===== src/rtl/regfile_write_scheduler_pkg.sv =====
// regfile_pkg: shared widths and enumerations for the register-file write
// scheduler (arbiter, output register and pending-write scoreboard).
package regfile_pkg;

  localparam int REG_NUM    = 32;
  localparam int REG_WIDTH  = 32;
  localparam int ADDR_WIDTH = 5;

  // Round-robin pointer: the named requester wins when both are valid.
  typedef enum logic {
    PRIO_A = 1'b0,
    PRIO_B = 1'b1
  } prio_t;

  // Kind of write currently presented to register_array.
  typedef enum logic [1:0] {
    WR_NONE = 2'd0,
    WR_WORD = 2'd1,
    WR_BYTE = 2'd2
  } wr_kind_t;

endpackage


===== src/rtl/regfile_write_scheduler_if.sv =====
// regfile_write_scheduler_if: one write-back requester port.
//   valid   : requester has a write pending (master -> slave)
//   ready   : grant (slave -> master)
//   addr    : destination register
//   data    : write data
//   is_byte : 1 = byte write, 0 = word write
// Handshake: a transfer happens on a rising edge where valid & ready are both
// high. ready never depends on ready; it may depend on valid. While valid is
// high and the transfer has not happened, the master keeps addr, data and
// is_byte stable.
interface regfile_write_scheduler_if
  import regfile_pkg::*;
#(
  parameter int ADDR_W = ADDR_WIDTH,
  parameter int DATA_W = REG_WIDTH
);

  logic              valid;
  logic              ready;
  logic [ADDR_W-1:0] addr;
  logic [DATA_W-1:0] data;
  logic              is_byte;

  modport master (output valid, output addr, output data, output is_byte, input ready);
  modport slave  (input valid, input addr, input data, input is_byte, output ready);

endinterface


===== src/rtl/regfile_write_scheduler_arb.sv =====
// wb_rr_arbiter: two-way round-robin arbiter for the register-file write port.
//   clk, i_rst       : clock, asynchronous active-low reset
//   i_hold           : suppresses every grant while high
//   i_a_valid/i_b_valid : requests
//   o_a_grant/o_b_grant : grants, at most one high
//   o_prio           : current priority pointer (exposed for observation)
module wb_rr_arbiter
  import regfile_pkg::*;
(
  input  logic  clk,
  input  logic  i_rst,
  input  logic  i_hold,
  input  logic  i_a_valid,
  input  logic  i_b_valid,
  output logic  o_a_grant,
  output logic  o_b_grant,
  output prio_t o_prio
);

  prio_t r_prio;
  prio_t w_prio_nxt;

  always_ff @(posedge clk or negedge i_rst) begin
    if (!i_rst) begin
      r_prio <= PRIO_A;
    end else begin
      r_prio <= w_prio_nxt;
    end
  end

  // A lone requester is always granted and leaves the pointer alone; only a
  // tie consumes the pointer and hands priority to the loser.
  always_comb begin
    o_a_grant  = 1'b0;
    o_b_grant  = 1'b0;
    w_prio_nxt = r_prio;
    if (!i_hold) begin
      if (i_a_valid && i_b_valid) begin
        if (r_prio == PRIO_A) begin
          o_a_grant  = 1'b1;
          w_prio_nxt = PRIO_B;
        end else begin
          o_b_grant  = 1'b1;
          w_prio_nxt = PRIO_A;
        end
      end else begin
        o_a_grant = i_a_valid;
        o_b_grant = i_b_valid;
      end
    end
  end

  assign o_prio = r_prio;

endmodule


===== src/rtl/regfile_write_scheduler.sv =====
// regfile_write_scheduler: shares the single write port of register_array
// between an ALU write-back requester (A) and a load write-back requester (B),
// and keeps a pending-write scoreboard for read-after-write hazard checks.
//   clk, rst          : clock, asynchronous active-low reset
//   hold              : blocks new grants
//   a_if, b_if        : requester ports (valid/ready/addr/data/is_byte)
//   reserve_valid/addr: issue stage claims a destination register
//   reserve_err       : one-cycle pulse, claim hit an already-pending register
//   rd1/rd2_addr      : read addresses to check
//   rd1/rd2_pending   : combinational scoreboard lookup
//   write_*           : registered write port towards register_array
//   dbg_prio          : arbiter priority pointer
module regfile_write_scheduler
  import regfile_pkg::*;
#(
  parameter int REG_NUM    = regfile_pkg::REG_NUM,
  parameter int REG_WIDTH  = regfile_pkg::REG_WIDTH,
  parameter int ADDR_WIDTH = regfile_pkg::ADDR_WIDTH
)(
  input  logic                  clk,
  input  logic                  rst,
  input  logic                  hold,
  regfile_write_scheduler_if.slave a_if,
  regfile_write_scheduler_if.slave b_if,
  input  logic                  reserve_valid,
  input  logic [ADDR_WIDTH-1:0] reserve_addr,
  output logic                  reserve_err,
  input  logic [ADDR_WIDTH-1:0] rd1_addr,
  input  logic [ADDR_WIDTH-1:0] rd2_addr,
  output logic                  rd1_pending,
  output logic                  rd2_pending,
  output logic [ADDR_WIDTH-1:0] write_reg_address,
  output logic [REG_WIDTH-1:0]  write_data,
  output logic                  write_word_enable,
  output logic                  write_byte_enable,
  output prio_t                 dbg_prio
);

  logic w_a_grant;
  logic w_b_grant;
  logic w_a_hs;
  logic w_b_hs;

  wb_rr_arbiter u_arb (
    .clk       (clk),
    .i_rst     (rst),
    .i_hold    (hold),
    .i_a_valid (a_if.valid),
    .i_b_valid (b_if.valid),
    .o_a_grant (w_a_grant),
    .o_b_grant (w_b_grant),
    .o_prio    (dbg_prio)
  );

  assign a_if.ready = w_a_grant;
  assign b_if.ready = w_b_grant;
  assign w_a_hs     = a_if.valid & w_a_grant;
  assign w_b_hs     = b_if.valid & w_b_grant;

  // Output register: enables last exactly one cycle per handshake; address
  // and data hold their last value between writes.
  logic [ADDR_WIDTH-1:0] r_wr_addr;
  logic [REG_WIDTH-1:0]  r_wr_data;
  wr_kind_t              r_wr_kind;

  always_ff @(posedge clk or negedge rst) begin
    if (!rst) begin
      r_wr_addr <= '0;
      r_wr_data <= '0;
      r_wr_kind <= WR_NONE;
    end else if (w_a_hs) begin
      r_wr_addr <= a_if.addr;
      r_wr_data <= a_if.data;
      r_wr_kind <= a_if.is_byte ? WR_BYTE : WR_WORD;
    end else if (w_b_hs) begin
      r_wr_addr <= b_if.addr;
      r_wr_data <= b_if.data;
      r_wr_kind <= b_if.is_byte ? WR_BYTE : WR_WORD;
    end else begin
      r_wr_kind <= WR_NONE;
    end
  end

  assign write_reg_address = r_wr_addr;
  assign write_data        = r_wr_data;
  assign write_word_enable = (r_wr_kind == WR_WORD);
  assign write_byte_enable = (r_wr_kind == WR_BYTE);

  // Scoreboard. The bit of the write on the port is cleared on the same edge
  // register_array captures it; a reserve on that edge is applied after the
  // clear so it wins.
  logic [REG_NUM-1:0] r_pending;
  logic [REG_NUM-1:0] w_pending_nxt;
  logic               w_clr;
  logic               w_err_nxt;
  logic               r_reserve_err;

  always_comb begin
    w_clr         = (r_wr_kind != WR_NONE);
    w_pending_nxt = r_pending;
    if (w_clr) begin
      w_pending_nxt[r_wr_addr] = 1'b0;
    end
    if (reserve_valid) begin
      w_pending_nxt[reserve_addr] = 1'b1;
    end
    w_err_nxt = reserve_valid && r_pending[reserve_addr] &&
                !(w_clr && (r_wr_addr == reserve_addr));
  end

  always_ff @(posedge clk or negedge rst) begin
    if (!rst) begin
      r_pending     <= '0;
      r_reserve_err <= 1'b0;
    end else begin
      r_pending     <= w_pending_nxt;
      r_reserve_err <= w_err_nxt;
    end
  end

  assign reserve_err = r_reserve_err;
  assign rd1_pending = r_pending[rd1_addr];
  assign rd2_pending = r_pending[rd2_addr];

endmodule

===== src/flat_wrapper.sv =====
// flat-port wrapper written by rule: the top's interface ports become plain ports
module regfile_write_scheduler_flat import regfile_pkg::*;
#(
  parameter int REG_NUM    = regfile_pkg::REG_NUM,
  parameter int REG_WIDTH  = regfile_pkg::REG_WIDTH,
  parameter int ADDR_WIDTH = regfile_pkg::ADDR_WIDTH
)
  (clk, rst, hold, reserve_valid, reserve_addr, reserve_err, rd1_addr, rd2_addr, rd1_pending, rd2_pending, write_reg_address, write_data, write_word_enable, write_byte_enable, dbg_prio, a_if_valid, a_if_addr, a_if_data, a_if_is_byte, a_if_ready, b_if_valid, b_if_addr, b_if_data, b_if_is_byte, b_if_ready);
  regfile_write_scheduler_if a_if_i ();
  regfile_write_scheduler_if b_if_i ();
  input  logic clk;
  input  logic rst;
  input  logic hold;
  input  logic reserve_valid;
  input  logic [ADDR_WIDTH-1:0] reserve_addr;
  output logic reserve_err;
  input  logic [ADDR_WIDTH-1:0] rd1_addr;
  input  logic [ADDR_WIDTH-1:0] rd2_addr;
  output logic rd1_pending;
  output logic rd2_pending;
  output logic [ADDR_WIDTH-1:0] write_reg_address;
  output logic [REG_WIDTH-1:0] write_data;
  output logic write_word_enable;
  output logic write_byte_enable;
  output prio_t dbg_prio;
  input wire logic [$bits(a_if_i.valid)-1:0] a_if_valid;
  input wire logic [$bits(a_if_i.addr)-1:0] a_if_addr;
  input wire logic [$bits(a_if_i.data)-1:0] a_if_data;
  input wire logic [$bits(a_if_i.is_byte)-1:0] a_if_is_byte;
  output wire logic [$bits(a_if_i.ready)-1:0] a_if_ready;
  input wire logic [$bits(b_if_i.valid)-1:0] b_if_valid;
  input wire logic [$bits(b_if_i.addr)-1:0] b_if_addr;
  input wire logic [$bits(b_if_i.data)-1:0] b_if_data;
  input wire logic [$bits(b_if_i.is_byte)-1:0] b_if_is_byte;
  output wire logic [$bits(b_if_i.ready)-1:0] b_if_ready;
  assign a_if_i.valid = a_if_valid;
  assign a_if_i.addr = a_if_addr;
  assign a_if_i.data = a_if_data;
  assign a_if_i.is_byte = a_if_is_byte;
  assign a_if_ready = a_if_i.ready;
  assign b_if_i.valid = b_if_valid;
  assign b_if_i.addr = b_if_addr;
  assign b_if_i.data = b_if_data;
  assign b_if_i.is_byte = b_if_is_byte;
  assign b_if_ready = b_if_i.ready;
  regfile_write_scheduler #(.REG_NUM(REG_NUM), .REG_WIDTH(REG_WIDTH), .ADDR_WIDTH(ADDR_WIDTH)) u_core (.clk(clk), .rst(rst), .hold(hold), .a_if(a_if_i), .b_if(b_if_i), .reserve_valid(reserve_valid), .reserve_addr(reserve_addr), .reserve_err(reserve_err), .rd1_addr(rd1_addr), .rd2_addr(rd2_addr), .rd1_pending(rd1_pending), .rd2_pending(rd2_pending), .write_reg_address(write_reg_address), .write_data(write_data), .write_word_enable(write_word_enable), .write_byte_enable(write_byte_enable), .dbg_prio(dbg_prio));
endmodule

===== config.mk =====
export PLATFORM = sky130hd
export DESIGN_NAME = regfile_write_scheduler_flat
export DESIGN_NICKNAME = d
export VERILOG_FILES = /design/src/rtl/regfile_write_scheduler_pkg.sv /design/src/rtl/regfile_write_scheduler_if.sv /design/src/rtl/regfile_write_scheduler_arb.sv /design/src/rtl/regfile_write_scheduler.sv /design/src/flat_wrapper.sv
export SDC_FILE = /design/constraint.sdc
export NUM_CORES = 1
export LEC_CHECK = 0
export CAP_MARGIN = 40
export CORE_UTILIZATION = 45
export CTS_CLUSTER_SIZE = 10
export DETAILED_ROUTE_END_ITERATION = 10
export PLACE_DENSITY = 0.86
export SLEW_MARGIN = 25
export SYNTH_ARGS = -nofsm -noshare
export SYNTH_HDL_FRONTEND = slang
export SYNTH_HIERARCHICAL = 1
export SYNTH_SLANG_ARGS = --single-unit

===== constraint.sdc =====
create_clock -name clk -period 2.2 [get_ports clk]
set_input_delay 0.44 -clock clk [delete_from_list [all_inputs] [get_ports clk]]
set_output_delay 0.44 -clock clk [all_outputs]
set_load 0.03 [all_outputs]

## Yosys cells after proc, flatten, opt, wreduce, memory -nomap -nowiden

Cells that the tools add are included.

- Register bits: 73
- Output and inout bits: 45
- Word-level logic and storage cells: 57

- Reduce and logical (&&, ||, !) cells: 10
- Multiplexer cells: 26
- Order comparisons: 6
- Equal/unequal tests: 3
- Bitwise operators: 6

Operators with widths:

| operator | count |
|---|---|
| $mux W32 | 4 |
| $and A32 B32 Y32 | 1 |
| $not A32 Y32 | 1 |
| $or A32 B32 Y32 | 1 |
| $lt A5 B6 Y1 const B | 4 |
| $bmux W1 S5 | 3 |
| $mux W1 | 11 |
| $demux W1 S5 | 2 |
| $ge A5 B1 Y1 const B | 2 |
| $mux W5 | 2 |
| $mux W2 | 4 |
| $logic_and A1 B1 Y1 | 6 |
| $eq A5 B5 Y1 | 1 |
| $reduce_bool A2 Y1 | 2 |
| $and A1 B1 Y1 | 2 |
| $eq A2 B1 Y1 const B | 1 |
| $eq A2 B2 Y1 const B | 1 |
| $reduce_and A2 Y1 | 1 |
| $logic_not A1 Y1 | 1 |
| $not A1 Y1 | 1 |

## Logic depth before layout (Yosys ltp)

- Word-level depth: 9
- Depth in mapped cells: 7
- Gate-level depth less buffers: 5

## Cells and area by module

The synthesis kept the hierarchy.

By module, submodules not included:

| module | times used | cells an instance | area each (um^2) | seq. area each (um^2) |
|---|---|---|---|---|
| regfile_write_scheduler | 1 | 380 | 4070.2 | 1801.7 |
| wb_rr_arbiter | 1 | 7 | 66.3 | 25.0 |

## Least setup slack after synthesis

Ideal clock, no wire load.

- Path type: reg-to-reg
- From: register u_core.u_arb.r_prio, in the netlist u_core/u_arb/o_prio
- To: register u_core.r_wr_addr[0], in the netlist u_core/write_reg_address[0]
- Setup slack: -0.174 ns
- Data arrival time: 2.238 ns
- Required time: 2.064 ns
- Path buffers: 2
- Cell stages (with the launch flop): 7
- Period minus slack after synthesis: 2.374 ns
- Cells stage by stage: dfrtp_1 -> a211oi_1 -> a22oi_1 -> clkbuf_1 -> clkbuf_1 -> nand2_1 -> o21ai_0

- Cells in the longest elaborated chain, start to end: 5
- Elaborated cells on any way between the ends: 10
- Those cells by class: mux: 7; bitwise: 2; reduce/logical: 1

Ends and longest elaborated chain:

| what | RTL line | source |
|---|---|---|
| start: declaration | regfile_write_scheduler_arb.sv:20 | `prio_t r_prio;` |
| start signal: assignment | regfile_write_scheduler_arb.sv:27 | `r_prio <= w_prio_nxt;` |
| $mux W1 (*) | regfile_write_scheduler_arb.sv:39 | `if (r_prio == PRIO_A) begin` |
| $mux W1 (*) | regfile_write_scheduler_arb.sv:38 | `if (i_a_valid && i_b_valid) begin` |
| $mux W1 (*) | regfile_write_scheduler_arb.sv:37 | `if (!i_hold) begin` |
| via a_if_ready | flat_wrapper.sv:30 | `output wire logic [$bits(a_if_i.ready)-1:0] a_if_ready;` |
| $and A1 B1 Y1 (*) | regfile_write_scheduler.sv:57 | `assign w_a_hs = a_if.valid & w_a_grant;` |
| $mux W5 or $reduce_bool A2 Y1 (tied branches) | - |  |
| end signal: assignment | regfile_write_scheduler.sv:72 | `r_wr_addr <= a_if.addr;` |
| end signal: assignment | regfile_write_scheduler.sv:76 | `r_wr_addr <= b_if.addr;` |
| end: declaration | regfile_write_scheduler.sv:62 | `logic [ADDR_WIDTH-1:0] r_wr_addr;` |

The timed path passes the listed nets; every way through them passes the cells marked *.
A chain may end at the register's enable or synchronous reset.

## Final worst setup path

- From: register u_core.r_pending[3]
- To: output port rd1_pending

- Cells in the longest elaborated chain, start to end: 2

Ends and longest elaborated chain:

| what | RTL line | source |
|---|---|---|
| start: declaration | regfile_write_scheduler.sv:92 | `logic [REG_NUM-1:0] r_pending;` |
| start signal: assignment | regfile_write_scheduler.sv:116 | `r_pending <= w_pending_nxt;` |
| $bmux W1 S5 | regfile_write_scheduler.sv:122 | `assign rd1_pending = r_pending[rd1_addr];` |
| $mux W1 (implied by the code) | regfile_write_scheduler.sv:122 |  |
| end: declaration | flat_wrapper.sv:19 | `output logic rd1_pending;` |

Every way passes these cells. The select of a mux whose other input is x is not followed.

==> flow_summary.toml <==
[logic_synthesis]
async_reset_ff_share_pct = 100.0
syn_area_sq_um = 4136
ys_ff_latch = 73
netlist.area_leader.share_pct = 44.16
synth_top_area_cell = "dfrtp_1"
synthTopCellsByArea = "dfrtp_1 (44%), mux2i_1 (13%), o21ai_0 (12%)"
synth.distinct_cells = 34
syn_avg_cell_area_sq_um = 10.69
ys_seq_area_share_pct = 44.16
syn_nets = 484
synth_edf_count = 0
ys.flop_type = "dfrtp_1"
yosys_warnings = 6
synthCells = 387

[route]
wl_per_cell_microns = 17.96
ant_nets = 0
drt_iter0_markers = 281
drc = 4
num_vias = 3900
first_pass_iters = 8
wirelength_mm = 12.25
avgViaCountPerCell = 5.718

[die]
die-area_sq_um = 9580
chipWidth_microns = 97.88
rows = 34
core_area_sq_um = 8806
num_io_pins = 142
die_h_microns = 97.88
start_util_pct = 46.97

[global_routing]
grt_pass1_wl_mm = 19.82
overflow = 0
antenna_found_initial = 0
grt_max_degree = 49
grt_pass1_vias = 4003
grt_usage_pct = 26.91

[setup_path]
crit_path_end_kind = "primary output"
slowest_delay_ps = 490
cp_cell_sequence = "mux4_2 > mux4_2 > nor2_2 > a21oi_1 > buf_4"
critPathMaxFanout = 3
reg2reg_depth = 5
required_ps = 1760
worstSetupPathType = "register to primary output"
start_kind = "register"
worst_path_max_delay_cell = "mux4_2"
crit_top_cell = "mux4_2"
critical_path_arrival_ps = 2040

[cells_and_area]
design_area_sq_um = 6220
syn2layout_area_growth_pct = 50.36
mostFrequentLayoutCells = "clkdlybuf4s50_1 (132), o21ai_0 (101), dfrtp_1 (73)"
antennaDiodeCount = 0
fin_util_pct = 70.63
fin_cells = 682
layout_commonest_cell = "clkdlybuf4s50_1"
layout.nets = 667
post_route_cells_drive_above_1_share_pct = 17.42

[timing]
maxSlewViolCount = 0
rsz0062_at_grt = "yes"
period_share_pct = 112.6
worst_slew_pin_slew_ps = 421.3
fmax_ghz = 0.4038
fin_tns_setup_ps = -550.4
hold_viol = 0
fin_worst_skew_ps = 13.82
slew_headroom_pct = 71.84
post-route-min-period_ps = 2476
fin_ws_ps = -276.2
setup_viol = 2

[clocking]
clk_path_buf_depth = 2
insertion_delay_ps = 340
cts_tree = "yes"
cts-hold-fix-buffers = 0
cts_root_buf = "clkbuf_8"
cts_buffers = 9
htree_levels = 3
path_clk_slew_ps = 90
cts_sinks = 73

[run_status]
violations = "design-rule violations, negative setup slack"
run_status = "complete, but fails checks"

[placement]
io_buffers = 141
dpl_cell_area_sq_um = 6026
place_congestion = 0.9177
dp_hpwl_mm = 9.514
dp.cells = 665

[power_and_ir_drop]
power_density_nw_per_um2 = 1014
p_leak_nw = 2.718
peakVddDrop_mv = 0.4914
p_total_mw = 6.307

[run]
drv_cap = 0

[min_path]
hold_path.class = "input port to asynchronous set/reset pin"
where the power goes:
group	internal, mW	switching, mW	total [mW]
Sequential	1.82	0.404	2.23
Combinational	1.46	1.47	2.93
Clock	0.638	0.511	1.15
final cells by class:
type | instances | area (sq um)
multi-input cells | 280 | 2141
repair buffers | 200 | 1881
fillers | 631 | 2586
inverters | 6 | 22.52
clock inverters | 6 | 90.09
well taps | 108 | 135.1
clock buffers | 9 | 123.9
flip-flops and latches | 73 | 1827
synthesized netlist by cell type, types with 2 or more instances:
| master | n |
|---|---|
| a21oi_1 | 2 |
| buf_2 | 6 |
| buf_6 | 4 |
| clkbuf_1 | 17 |
| dfrtp_1 | 73 |
| inv_1 | 6 |
| mux2_2 | 2 |
| mux2i_1 | 54 |
| mux4_1 | 16 |
| mux4_2 | 4 |
| nand2_1 | 42 |
| nand2b_1 | 3 |
| nand3_1 | 11 |
| nand3b_1 | 5 |
| nor2_1 | 7 |
| nor2b_1 | 3 |
| o21ai_0 | 101 |
| o221ai_1 | 4 |
| o22ai_1 | 2 |
| or3_1 | 3 |
| or3b_2 | 5 |
| xnor2_1 | 5 |
worst paths after layout:
kind / start / to / slack (ps)
hold reg to reg: u_core/write_data[24]$_DFFE_PN0P_ / u_core/write_data[24]$_DFFE_PN0P_ / 480
hold / removal: rst / u_core/write_data[3]$_DFFE_PN0P_ / 10
min in group clk: u_core/write_data[24]$_DFFE_PN0P_ / u_core/write_data[24]$_DFFE_PN0P_ / 480
max in group asynchronous: rst / u_core/r_pending[23]$_DFF_PN0_ / 1600
setup reg to reg: u_core/u_arb/o_prio$_DFFE_PN0P_ / u_core/write_data[21]$_DFFE_PN0P_ / 560
setup / recovery: u_core/r_pending[3]$_DFF_PN0_ / rd1_pending / -280
flip-flops by register name (all words and copies together) (netlist names):
signal / cells
u_core/write_reg_address: 5
u_core/write_data: 32
u_core/r_wr_kind: 2
u_core/r_pending: 32
u_core/u_arb/o_prio: 1
u_core/reserve_err: 1
cell families (layout without fill, tap and decap cells):
logic type                count (synthesis)  after routing  synth area share [%]
AOI/OAI and AO/OA                       117            117                 15.18
and+or+nand+nor                          81             81                 9.438
muxes                                    76             76                 25.95
DFF                                      73             73                 44.16
buffers and inverters                    34            221                 3.993
xor gates and xnor gates                  6              6                 1.270
critical path, delay by kind of cell, from the launching register on:
family                 cells  cell delay [ps]
AO/OA/AOI/OAI              1               50
buffers and inverters      1              170
flip-flops                 1              420
multiplexers               2              960
AND/OR/NAND/NOR            1              100
per-stage QoR:
stage,hold WS [ps],setup WS (ps)
floorplan,144.4,2.549
global placement,387.9,-1051
detailed placement,394.8,-1095
CTS,17.11,-288.0
global route,37.19,-337.1
finish,10.10,-276.2
timing repair:
action,in CTS,in global routing
endpoints found under the setup margin,3,2
buffers inserted,1,1
gates cloned,0,0
resized for setup,28,2
endpoints found under the hold margin,0,0
metal layers:
metal | vias to the layer above | routed length (microns) | track usage [%] | part of all wire (%)
met5 | - | 0 | 0 | 0
li1 | 1802 | - | - | -
met3 | 27 | 908 | 4.366 | 7.4
met2 | 207 | 6303 | 48.00 | 51
met4 | 0 | 305 | 10.49 | 2.5
met1 | 1864 | 4735 | 32.54 | 39
Power figures use the tool's default switching activity.
